`src/rtl/dot_product_stream_if.sv`:
```
// Element/result handshake bundle for dot_product_stream.
// master: the environment (source of din, sink of dout); slave: the engine.
interface dot_product_stream_if #(
  parameter int unsigned DATA_WIDTH  = 8,
  parameter int unsigned VECTOR_SIZE = 6
);
  localparam int unsigned OUT_WIDTH = 2 * DATA_WIDTH + $clog2(VECTOR_SIZE);

  logic [DATA_WIDTH-1:0] din;
  logic                  din_valid;
  logic                  din_ready;
  logic [OUT_WIDTH-1:0]  dout;
  logic                  dout_valid;
  logic                  dout_ready;

  modport master (
    output din, din_valid, dout_ready,
    input  din_ready, dout, dout_valid
  );

  modport slave (
    input  din, din_valid, dout_ready,
    output din_ready, dout, dout_valid
  );
endinterface

```
`src/rtl/dot_product_stream.sv`:
```
// Streaming dot-product engine: loads vector A, then multiply-accumulates against B.
// Optional feature macro: DOT_PRODUCT_SIGNED_EN (two's-complement operands and result).
module dot_product_stream #(
  parameter int unsigned DATA_WIDTH  = 8,
  parameter int unsigned VECTOR_SIZE = 6
) (
  input  logic                   clk,
  input  logic                   resetn,
  input  logic                   flush,
  dot_product_stream_if.slave    bus,
  output logic                   run
);
  localparam int unsigned OUT_WIDTH  = 2 * DATA_WIDTH + $clog2(VECTOR_SIZE);
  localparam int unsigned PROD_WIDTH = 2 * DATA_WIDTH;
  localparam int unsigned EXT_WIDTH  = OUT_WIDTH - PROD_WIDTH;
  localparam int unsigned IDX_WIDTH  = $clog2(VECTOR_SIZE);
  localparam logic [IDX_WIDTH-1:0] LAST_IDX = IDX_WIDTH'(VECTOR_SIZE - 1);

  typedef enum logic {LOAD_A, MAC_B} phase_t;

  phase_t                 phase_q, phase_d;
  logic [IDX_WIDTH-1:0]   idx_q, idx_d;
  logic [OUT_WIDTH-1:0]   acc_q, acc_d;
  logic [OUT_WIDTH-1:0]   dout_q, dout_d;
  logic                   dout_valid_q, dout_valid_d;

  logic [DATA_WIDTH-1:0]  a_buf [VECTOR_SIZE];
  logic [DATA_WIDTH-1:0]  a_sel;
  logic [PROD_WIDTH-1:0]  prod;
  logic [OUT_WIDTH-1:0]   prod_ext;
  logic [OUT_WIDTH-1:0]   sum;
  logic                   last_b;
  logic                   in_ready;
  logic                   hs;
  logic                   a_we;

  // Only the final B element stalls, and only behind an unconsumed result.
  assign last_b    = (phase_q == MAC_B) && (idx_q == LAST_IDX);
  assign in_ready  = !(last_b && dout_valid_q && !bus.dout_ready);
  assign hs        = bus.din_valid && in_ready && !flush;
  assign a_we      = hs && (phase_q == LOAD_A);
  assign a_sel     = a_buf[idx_q];

`ifdef DOT_PRODUCT_SIGNED_EN
  assign prod     = $signed({{DATA_WIDTH{a_sel[DATA_WIDTH-1]}}, a_sel}) *
                    $signed({{DATA_WIDTH{bus.din[DATA_WIDTH-1]}}, bus.din});
  assign prod_ext = {{EXT_WIDTH{prod[PROD_WIDTH-1]}}, prod};
`else
  assign prod     = {{DATA_WIDTH{1'b0}}, a_sel} * {{DATA_WIDTH{1'b0}}, bus.din};
  assign prod_ext = {{EXT_WIDTH{1'b0}}, prod};
`endif

  assign sum = acc_q + prod_ext;

  assign bus.din_ready  = in_ready;
  assign bus.dout       = dout_q;
  assign bus.dout_valid = dout_valid_q;
  assign run            = (phase_q == LOAD_A) && (idx_q == '0);

  // A buffer holds data only; it needs no reset value.
  always_ff @(posedge clk) begin
    if (a_we) a_buf[idx_q] <= bus.din;
  end

  always_ff @(posedge clk or negedge resetn) begin
    if (!resetn) begin
      phase_q      <= LOAD_A;
      idx_q        <= '0;
      acc_q        <= '0;
      dout_q       <= '0;
      dout_valid_q <= 1'b0;
    end else begin
      phase_q      <= phase_d;
      idx_q        <= idx_d;
      acc_q        <= acc_d;
      dout_q       <= dout_d;
      dout_valid_q <= dout_valid_d;
    end
  end

  // Next-state: flush aborts the pair; a final B handshake publishes the result.
  always_comb begin
    phase_d      = phase_q;
    idx_d        = idx_q;
    acc_d        = acc_q;
    dout_d       = dout_q;
    dout_valid_d = dout_valid_q && !bus.dout_ready;

    if (flush) begin
      phase_d = LOAD_A;
      idx_d   = '0;
      acc_d   = '0;
    end else if (hs) begin
      unique case (phase_q)
        LOAD_A: begin
          if (idx_q == LAST_IDX) begin
            idx_d   = '0;
            phase_d = MAC_B;
          end else begin
            idx_d = idx_q + IDX_WIDTH'(1);
          end
        end
        MAC_B: begin
          if (idx_q == LAST_IDX) begin
            dout_d       = sum;
            dout_valid_d = 1'b1;
            acc_d        = '0;
            idx_d        = '0;
            phase_d      = LOAD_A;
          end else begin
            acc_d = sum;
            idx_d = idx_q + IDX_WIDTH'(1);
          end
        end
        default: phase_d = LOAD_A;
      endcase
    end
  end
endmodule
```
`src/flat_wrapper.sv`:
```
// flat-port wrapper written by rule: the top's interface ports become plain ports
module dot_product_stream_flat 
#(
  parameter int unsigned DATA_WIDTH  = 8,
  parameter int unsigned VECTOR_SIZE = 6
)
  (clk, resetn, flush, run, bus_din, bus_din_valid, bus_dout_ready, bus_din_ready, bus_dout, bus_dout_valid);
  dot_product_stream_if #(.DATA_WIDTH(DATA_WIDTH), .VECTOR_SIZE(VECTOR_SIZE)) bus_i ();
  input  logic clk;
  input  logic resetn;
  input  logic flush;
  output logic run;
  input wire logic [$bits(bus_i.din)-1:0] bus_din;
  input wire logic [$bits(bus_i.din_valid)-1:0] bus_din_valid;
  input wire logic [$bits(bus_i.dout_ready)-1:0] bus_dout_ready;
  output wire logic [$bits(bus_i.din_ready)-1:0] bus_din_ready;
  output wire logic [$bits(bus_i.dout)-1:0] bus_dout;
  output wire logic [$bits(bus_i.dout_valid)-1:0] bus_dout_valid;
  assign bus_i.din = bus_din;
  assign bus_i.din_valid = bus_din_valid;
  assign bus_i.dout_ready = bus_dout_ready;
  assign bus_din_ready = bus_i.din_ready;
  assign bus_dout = bus_i.dout;
  assign bus_dout_valid = bus_i.dout_valid;
  dot_product_stream #(.DATA_WIDTH(DATA_WIDTH), .VECTOR_SIZE(VECTOR_SIZE)) u_core (.clk(clk), .resetn(resetn), .flush(flush), .bus(bus_i), .run(run));
endmodule
```
`config.mk`:
```
export PLATFORM = sky130hd
export DESIGN_NAME = dot_product_stream_flat
export DESIGN_NICKNAME = d
export VERILOG_FILES = /design/src/rtl/dot_product_stream_if.sv /design/src/rtl/dot_product_stream.sv /design/src/flat_wrapper.sv
export SDC_FILE = /design/constraint.sdc
export NUM_CORES = 1
export LEC_CHECK = 0
export CELL_PAD_IN_SITES_DETAIL_PLACEMENT = 1
export CELL_PAD_IN_SITES_GLOBAL_PLACEMENT = 1
export CORE_AREA = 5 5 121 123
export CTS_BUF_LIST = sky130_fd_sc_hd__clkbuf_16
export CTS_CLUSTER_DIAMETER = 40
export CTS_CLUSTER_SIZE = 30
export DETAILED_ROUTE_END_ITERATION = 12
export DIE_AREA = 0 0 126 128
export GPL_ROUTABILITY_DRIVEN = 0
export PLACE_DENSITY_LB_ADDON = 0.1
export SLEW_MARGIN = 0
export SYNTH_ARGS = -nofsm -noshare
export SYNTH_HDL_FRONTEND = slang
export SYNTH_SLANG_ARGS = --single-unit
```
`constraint.sdc`:
```
create_clock -name clk -period 6.7 [get_ports clk]
set_input_delay 1.34 -clock clk [delete_from_list [all_inputs] [get_ports clk]]
set_output_delay 1.34 -clock clk [all_outputs]
set_load 0.005 [all_outputs]
```
==> results of run 1 <==
metal layers:
metal  wire, µm  track usage  up-vias
met5          0            0        -
li1           -            -     1974
met3        297       0.0304       17
met1       6640        0.252     2181
met2       7790        0.354       48
met4        216       0.0606        0
through the flow:
step	power [mW]	setup WS, ps	utilization
6_report	2.29	665	0.534
5_1_grt	2.50	401	0.534
3_5_place_dp	1.77	330	0.511
3_3_place_gp	1.75	500	0.511
2_1_floorplan	1.47	1200	-
4_1_cts	2.32	668	0.534
cells in the mapped netlist (3+ instances only):
cell	instances
sky130_fd_sc_hd__xnor2_1	5
sky130_fd_sc_hd__nand3_1	4
sky130_fd_sc_hd__clkbuf_1	4
sky130_fd_sc_hd__inv_1	99
sky130_fd_sc_hd__nor2_1	7
sky130_fd_sc_hd__a32o_1	3
sky130_fd_sc_hd__edfxtp_1	48
sky130_fd_sc_hd__buf_2	4
sky130_fd_sc_hd__xor2_1	5
sky130_fd_sc_hd__a21oi_1	14
sky130_fd_sc_hd__a31o_2	3
sky130_fd_sc_hd__nor4b_1	3
sky130_fd_sc_hd__a22o_1	13
sky130_fd_sc_hd__buf_4	3
sky130_fd_sc_hd__o21ai_0	14
sky130_fd_sc_hd__a31oi_1	3
sky130_fd_sc_hd__a211oi_1	3
sky130_fd_sc_hd__a21o_1	6
sky130_fd_sc_hd__nand4_1	4
sky130_fd_sc_hd__mux4_2	8
sky130_fd_sc_hd__ha_1	42
sky130_fd_sc_hd__fa_1	50
sky130_fd_sc_hd__mux2_2	24
sky130_fd_sc_hd__and2_1	35
sky130_fd_sc_hd__nand2_1	68
sky130_fd_sc_hd__dfrtp_1	43
sky130_fd_sc_hd__or3_1	4
worst min-delay path, delay by kind of cell (launching register included):
family | cells | cell delay (ps)
DFF | 1 | 340
and+or+nand+nor | 2 | 110
path summary, 6_finish.rpt:
| path | start | to | slack [ps] | cells past startpoint |
|---|---|---|---|---|
| max in group asynchronous | resetn | u_core.acc_q[9] | 4880 | 1 |
| hold / removal | u_core.bus.dout[4] | u_core.bus.dout[4] | 480 | 2 |
| hold reg to reg | u_core.bus.dout[4] | u_core.bus.dout[4] | 480 | 2 |
| setup / recovery | bus_din[5] | u_core.bus.dout[17] | 670 | 14 |
| min in group asynchronous | resetn | u_core.bus.dout[0] | 1170 | 1 |
| setup reg to reg | u_core.idx_q[1] | u_core.bus.dout[17] | 690 | 15 |
cell families (layout without fill, tap and decap cells):
logic type | Yosys count | in the layout | synth area share
mux | 34 | 34 | 0.0736
buf+inv | 117 | 161 | 0.0764
flops | 91 | 91 | 0.394
simple gates | 141 | 141 | 0.117
xor+xnor | 10 | 10 | 0.0137
compound gates | 77 | 77 | 0.0864
fa+ha+maj | 92 | 92 | 0.239
final cells by class:
class | count | area, µm² | share of cell area
Sequential cell | 91 | 2520 | 0.348
Clock inverter | 7 | 85.1 | 0.0118
Multi-Input combinational cell | 354 | 3380 | 0.468
Inverter | 99 | 372 | 0.0514
Timing Repair Buffer | 46 | 425 | 0.0588
Tap cell | 180 | 225 | 0.0311
Clock buffer | 9 | 225 | 0.0311
sequential cells by signal, indices dropped and copies added, names as in the netlist:
name                   flops
u_core.acc_q              19
u_core.bus.dout           19
u_core.a_buf              48
u_core.phase_q             1
u_core.idx_q               3
u_core.bus.dout_valid      1
power groups by stage:
| stage | combinational, mW | sequential (mW) | clock, mW |
|---|---|---|---|
| after floorplan | 0.863 | 0.609 | 0 |
| after CTS | 1.17 | 0.603 | 0.554 |
| after global placement | 1.14 | 0.614 | 0 |
| after detailed placement | 1.15 | 0.615 | 0 |
| final | 1.14 | 0.603 | 0.542 |
| after global routing | 1.31 | 0.603 | 0.580 |
==> impl_summary.log, run 1 <==
[metrics] run status: complete, no violations
[metrics] global-route wire length before repair: 25,100 µm
[metrics] Synth area leaders: sky130_fd_sc_hd__edfxtp_1 23%, sky130_fd_sc_hd__dfrtp_1 17%, sky130_fd_sc_hd__fa_1 16%
[metrics] vias per cell: 5.37
[metrics] clock period minus final worst setup slack: 6030 ps
[metrics] top library cells by usage in the layout, fill and taps aside: 102 x sky130_fd_sc_hd__inv_1, 68 x sky130_fd_sc_hd__nand2_1, 50 x sky130_fd_sc_hd__fa_1
[metrics] clock tree from TritonCTS: done
[metrics] headroom to the max-slew limit: 0.214
[metrics] setup TNS after final layout: 0 ps
[metrics] synthesis warning total: 0
[metrics] aggregate routed wire length: 14,900 µm
[metrics] number of max-capacitance violations reported: 0
[metrics] sequential fraction of the synthesis area: 0.394
[metrics] endpoints failing setup: 0
[metrics] most frequent standard cell in the layout excluding fill and tap cells: sky130_fd_sc_hd__inv_1
[metrics] chip width: 126 µm
[metrics] final count of hold timing violations: 0
[metrics] Top Ports: 35
[metrics] data arrival time of the critical path: 6270 ps
[metrics] total clock buffers created by CTS: 9
[metrics] slew of the pin with the lowest slew margin: 1180 ps
[metrics] pwr/cell area: 316 nW/µm²
[metrics] setup repair after global routing missed its margin: false
[metrics] Final Cell Area: 7230 µm²
[metrics] highest clock rate: 166 MHz
[metrics] post-detail-place hpwl: 11,700 µm
[metrics] power share of the sequential group: 0.263
[metrics] Cell Area, Synth: 6390 µm²
[metrics] via count of the first global-routing pass: 4,686
[metrics] remaining number of nets flagged by the antenna check after routing: 0
[metrics] via count: 4,220
[metrics] count of final max-slew check failures: 0
[metrics] Clock Root Buffer: sky130_fd_sc_hd__clkbuf_16
[metrics] pin count of the biggest net entering global routing: 44
[metrics] mean post-synth cell area: 11.4 µm²
[metrics] post-synthesis instance total: 562
[metrics] number of buffers inserted by hold repair at cts: 0
[metrics] DR WL/cell: 19.0 µm
[metrics] TritonCTS sink count: 91
[metrics] placed standard-cell area: 6920 µm²
[metrics] buffers inserted by post-CTS timing repair: 0
[metrics] part of the power in combinational logic: 0.500
[metrics] number of cells upsized or downsized after cts: 0
[metrics] CTS H-tree depth: 3
[metrics] number of antenna violations at the first check in global routing: 0
[metrics] Internal Pwr Total: 1.35 mW
[metrics] Leakage Power: 3.36 nW
[metrics] switching portion of total power: 0.408
[metrics] Die H: 128 µm
[metrics] biggest area consumer among synthesized cells: sky130_fd_sc_hd__edfxtp_1
[metrics] clock slew at reported path FFs: 70 ps
[metrics] Clock power frac: 0.237
[metrics] core area: 13,600 µm²
[metrics] fraction of layout cells with a size suffix above 1: 0.122
[metrics] cell with the most instances on the worst path: sky130_fd_sc_hd__fa_1
[metrics] number of diodes: 0
[metrics] portion of synthesized cell area occupied by the leading cell type: 0.226
[metrics] Cell variety after synth: 60
[metrics] switching power total: 934 µW
[metrics] 1st-iter DRT viols: 178
[metrics] WP data required: 6930 ps
[metrics] most used flip-flop cell after synthesis: sky130_fd_sc_hd__edfxtp_1
[metrics] fraction of synthesis flops using an asynchronous set or reset pin: 0.473
[metrics] Peak supply drop: 206 µV
[metrics] Die Footprint: 16,100 µm²
[metrics] final critical-path share of the clock period: 0.901
[metrics] global route total overflow: 0
[metrics] clock buffer depth: 2
[metrics] Critical-path top delay cell: sky130_fd_sc_hd__clkdlybuf4s50_1
[metrics] worst-skew pair later-pin latency: 350 ps
[metrics] # fillers: 1,458
[metrics] family of cells with the greatest summed delay on the critical path: adder cells
[metrics] nets in the synthesized netlist: 667
[metrics] initial cell density of the core: 0.471
[metrics] crit-path cells: clkdlybuf4s50_1, and2_1, fa_1, fa_1, fa_1, inv_1, fa_1, inv_1, ha_1, a21oi_1, o21ai_0, a221oi_1, mux2i_1, nand2_1
[metrics] area grow syn2layout: 13.2%
[metrics] worst hold path type: reg -> reg
[metrics] Crit Path Max Fanout: 14
[metrics] buffers and inverters on the worst path: 3
[metrics] post-synthesis register bit count: 91
[metrics] post-placement cell count: 770
[metrics] crit start category: input port
[metrics] slowest stage delay, CP: 770 ps
[metrics] number of synthesized flops with an enable pin: 48
[metrics] count of input and output buffers: 34
[metrics] DR pass1 iterations: 4
[metrics] Critical Path End Type: flip-flop
[metrics] number of nets in the layout: 706
[metrics] worst hold slack: 482 ps
[metrics] DR DRC count: 0
[metrics] Fin Clk Skew: 11.6 ps
[metrics] row cnt: 43
[metrics] global-route usage over all layers: 0.199
[metrics] category of the most critical setup path: in -> reg
[metrics] Cell Count, Final, Fillers Out: 786
(Power assumes the default switching activity.)
==> run 2: changes to the inputs <==
--- a/config.mk
+++ b/config.mk
@@ -7,12 +7,12 @@
 export LEC_CHECK = 0
 export CELL_PAD_IN_SITES_DETAIL_PLACEMENT = 1
 export CELL_PAD_IN_SITES_GLOBAL_PLACEMENT = 1
-export CORE_AREA = 5 5 121 123
+export CORE_AREA = 4 4 120 122
 export CTS_BUF_LIST = sky130_fd_sc_hd__clkbuf_16
 export CTS_CLUSTER_DIAMETER = 40
 export CTS_CLUSTER_SIZE = 30
 export DETAILED_ROUTE_END_ITERATION = 12
-export DIE_AREA = 0 0 126 128
+export DIE_AREA = 0 0 124 126
 export GPL_ROUTABILITY_DRIVEN = 0
 export PLACE_DENSITY_LB_ADDON = 0.1
 export SLEW_MARGIN = 0
==> constraint.sdc (replaced) <==
create_clock -name clk -period 5.8 [get_ports clk]
set_input_delay 1.16 -clock clk [delete_from_list [all_inputs] [get_ports clk]]
set_output_delay 1.16 -clock clk [all_outputs]
set_load 0.005 [all_outputs]
==> impl_summary.log, run 2 (synthesized netlist as in run 1, its figures left out) <==
[metrics] Leakage Power: 3.51 nW (+4.3%)
[metrics] setup repair after global routing missed its margin: false
[metrics] Die H: 126 µm (-1.6%)
[metrics] DR DRC count: 0 (unchanged)
[metrics] Final Cell Area: 7490 µm² (+3.5%)
[metrics] fraction of met1 tracks used by global routing: 0.272 (+0.0203)
[metrics] power share of the sequential group: 0.242 (-0.021)
[metrics] pwr/cell area: 383 nW/µm² (+21%)
[metrics] area grow syn2layout: 17.2%
[metrics] global routing usage on met2: 0.385 (+0.0316)
[metrics] final count of hold timing violations: 0 (unchanged)
[metrics] WP data required: 6090 ps (-840 ps)
[metrics] global route total overflow: 0 (unchanged)
[metrics] switching power total: 1.15 mW (+24%)
[metrics] Total Power Consumption: 2.87 mW (+25%)
[metrics] Internal Pwr Total: 1.72 mW (+27%)
[metrics] data arrival time of the critical path: 5840 ps (-430 ps)
[metrics] count of final max-slew check failures: 0 (unchanged)
[metrics] vias per cell: 5.35 (-0.31%)
[metrics] placed standard-cell area: 7130 µm² (+3.0%)
[metrics] clock tree from TritonCTS: done
[metrics] fin util: 0.568 (+0.0340)
[metrics] remaining number of nets flagged by the antenna check after routing: 0 (unchanged)
[metrics] worst hold path type: reg -> reg
[metrics] Clock Root Buffer: sky130_fd_sc_hd__clkbuf_16
[metrics] slew of the pin with the lowest slew margin: 1160 ps (-16.3 ps)
[metrics] cell with the most instances on the worst path: sky130_fd_sc_hd__fa_1
[metrics] TritonCTS sink count: 91 (unchanged)
[metrics] run status: complete, no violations
[metrics] number of antenna violations at the first check in global routing: 0 (unchanged)
[metrics] slowest stage delay, CP: 590 ps (-180 ps)
[metrics] highest clock rate: 180 MHz
[metrics] Cell Count, Final, Fillers Out: 812 (+3.3%)
[metrics] max FFs per register: 48 (unchanged)
[metrics] worst hold slack: 482 ps (+0.619 ps)
[metrics] global-route usage over all layers: 0.216 (+0.0171)
[metrics] layer carrying the most global-route usage: met2
[metrics] fraction of layout cells with a size suffix above 1: 0.168 (+0.0461)
[metrics] clock slew at reported path FFs: 60 ps (about the same)
[metrics] Critical-path top delay cell: sky130_fd_sc_hd__mux4_2
[metrics] crit-path cells: buf_4, mux2_2, mux4_2, and2_1, fa_1, fa_1, inv_1, fa_1, fa_1, inv_1, ha_1, o211ai_1, o211a_1, or4_4, a211o_1, nand3_2
[metrics] worst-skew pair later-pin latency: 350 ps (about the same)
[metrics] buffers and inverters on the worst path: 3 (unchanged)
[metrics] initial cell density of the core: 0.484 (+0.0131)
[metrics] count of input and output buffers: 34 (unchanged)
[metrics] pin count of the biggest net entering global routing: 44 (unchanged)
[metrics] headroom to the max-slew limit: 0.225 (+0.0109)
[metrics] endpoints failing setup: 0 (unchanged)
[metrics] global-route wire length before repair: 26,000 µm (+3.5%)
[metrics] 1st-iter DRT viols: 234 (+31%)
[metrics] Fin Clk Skew: 10.1 ps (-1.45 ps)
[metrics] number of nets in the layout: 736 (+4.2%)
[metrics] via count: 4,346 (+3.0%)
[metrics] Die Footprint: 15,600 µm² (-3.1%)
[metrics] category of the most critical setup path: reg -> reg
[metrics] part of the power in combinational logic: 0.548 (+0.048)
[metrics] chip width: 124 µm (-1.6%)
[metrics] top library cells by usage in the layout, fill and taps aside: 101 x sky130_fd_sc_hd__inv_1, 68 x sky130_fd_sc_hd__nand2_1, 50 x sky130_fd_sc_hd__fa_1
[metrics] Clock power frac: 0.210 (-0.027)
[metrics] Critical Path End Type: flip-flop
[metrics] crit start category: flip-flop
[metrics] clock period minus final worst setup slack: 5560 ps
[metrics] DR WL/cell: 19.1 µm (+0.27%)
[metrics] Peak supply drop: 221 µV (+7.6%)
[metrics] number of diodes: 0 (unchanged)
[metrics] family of cells with the greatest summed delay on the critical path: adder cells
[metrics] grt met3 use: 0.0224 (-0.00800)
[metrics] number of max-capacitance violations reported: 0 (unchanged)
[metrics] final critical-path share of the clock period: 0.958
[metrics] DR pass1 iterations: 4 (unchanged)
[metrics] setup TNS after final layout: 0 ps (unchanged)
[metrics] most frequent standard cell in the layout excluding fill and tap cells: sky130_fd_sc_hd__inv_1
[metrics] aggregate routed wire length: 15,500 µm (+3.6%)
[metrics] core area: 13,200 µm² (-2.7%)
[metrics] worst slack at placement: -139 ps (-469 ps)
[metrics] total clock buffers created by CTS: 9 (unchanged)
[metrics] Top Ports: 35 (unchanged)
[metrics] Top reg by flops: u_core.a_buf
[metrics] CTS H-tree depth: 3 (unchanged)
[metrics] post-detail-place hpwl: 12,300 µm (+5.3%)
[metrics] number of buffers inserted by hold repair at cts: 0 (unchanged)
[metrics] Setup WS post-layout: 243 ps (-423 ps)
[metrics] # fillers: 1,388 (-4.8%)
[metrics] post-placement cell count: 794 (+3.1%)
[metrics] Multi-input gate area: 3410 µm² (+0.70%)
[metrics] clock buffer depth: 2 (unchanged)
[metrics] via count of the first global-routing pass: 4,898 (+4.5%)
[metrics] FF/Latch Area: 2520 µm² (about the same)
[metrics] Crit Path Max Fanout: 16 (+2)
[metrics] row cnt: 42 (-2.3%)
[metrics] switching portion of total power: 0.402 (-0.00618)
==> run 2: cell types whose count changed in the layout (fill, tap and decap cells not counted), sizes merged <==
cell,change
buf,+30
clkbuf,+1
bufinv,-1
==> run 2: area by class of cell <==
class | count | area share
inverters | 99 | 0.0496
repair buffers | 76 | 0.0886
clock inverters | 6 | 0.00735
multi-input cells | 354 | 0.455
well taps | 176 | 0.0294
clock buffers | 10 | 0.0334
flip-flops and latches | 91 | 0.336
==> run 2: path summary, 6_finish.rpt <==
kind | startpoint | endpoint | slack [ps] | depth (start not counted)
min in group asynchronous | resetn | u_core.bus.dout[13] | 980 | 1
hold / removal | u_core.bus.dout[1] | u_core.bus.dout[1] | 480 | 2
setup reg to reg | u_core.idx_q[1] | u_core.bus.dout[18] | 240 | 16
setup / recovery | u_core.idx_q[1] | u_core.bus.dout[18] | 240 | 16
hold reg to reg | u_core.bus.dout[1] | u_core.bus.dout[1] | 480 | 2
max in group asynchronous | resetn | u_core.idx_q[1] | 4120 | 1
==> run 2: layer usage <==
layer / up-vias / share of wire / routed length, µm
met5: - / 0 / 0
met3: 20 / 0.011 / 168
li1: 2032 / - / -
met1: 2262 / 0.42 / 6550
met2: 32 / 0.54 / 8390
met4: 0 / 0.024 / 368
==> run 2: worst min-delay path, cell delays in order (launching register included) <==
cell	delay, ps
sky130_fd_sc_hd__dfrtp_1	340
sky130_fd_sc_hd__nand2_1	50
sky130_fd_sc_hd__nand2_1	60
==> run 2: power by group through the flow <==
stage               sequential (mW)  clock [mW]  combinational (mW)
global placement              0.709           0                1.49
global route                  0.695       0.649                1.76
detailed placement            0.710           0                1.52
CTS                           0.695       0.619                1.54
floorplan                     0.704           0               0.997
finish                        0.695       0.603                1.57
==> run 2: repair_timing <==
action                     4_1_cts  5_1_grt
setup endpoints to repair       16        5
gates resized for setup          1        2
setup buffers                    2        0
cloned                           0        0
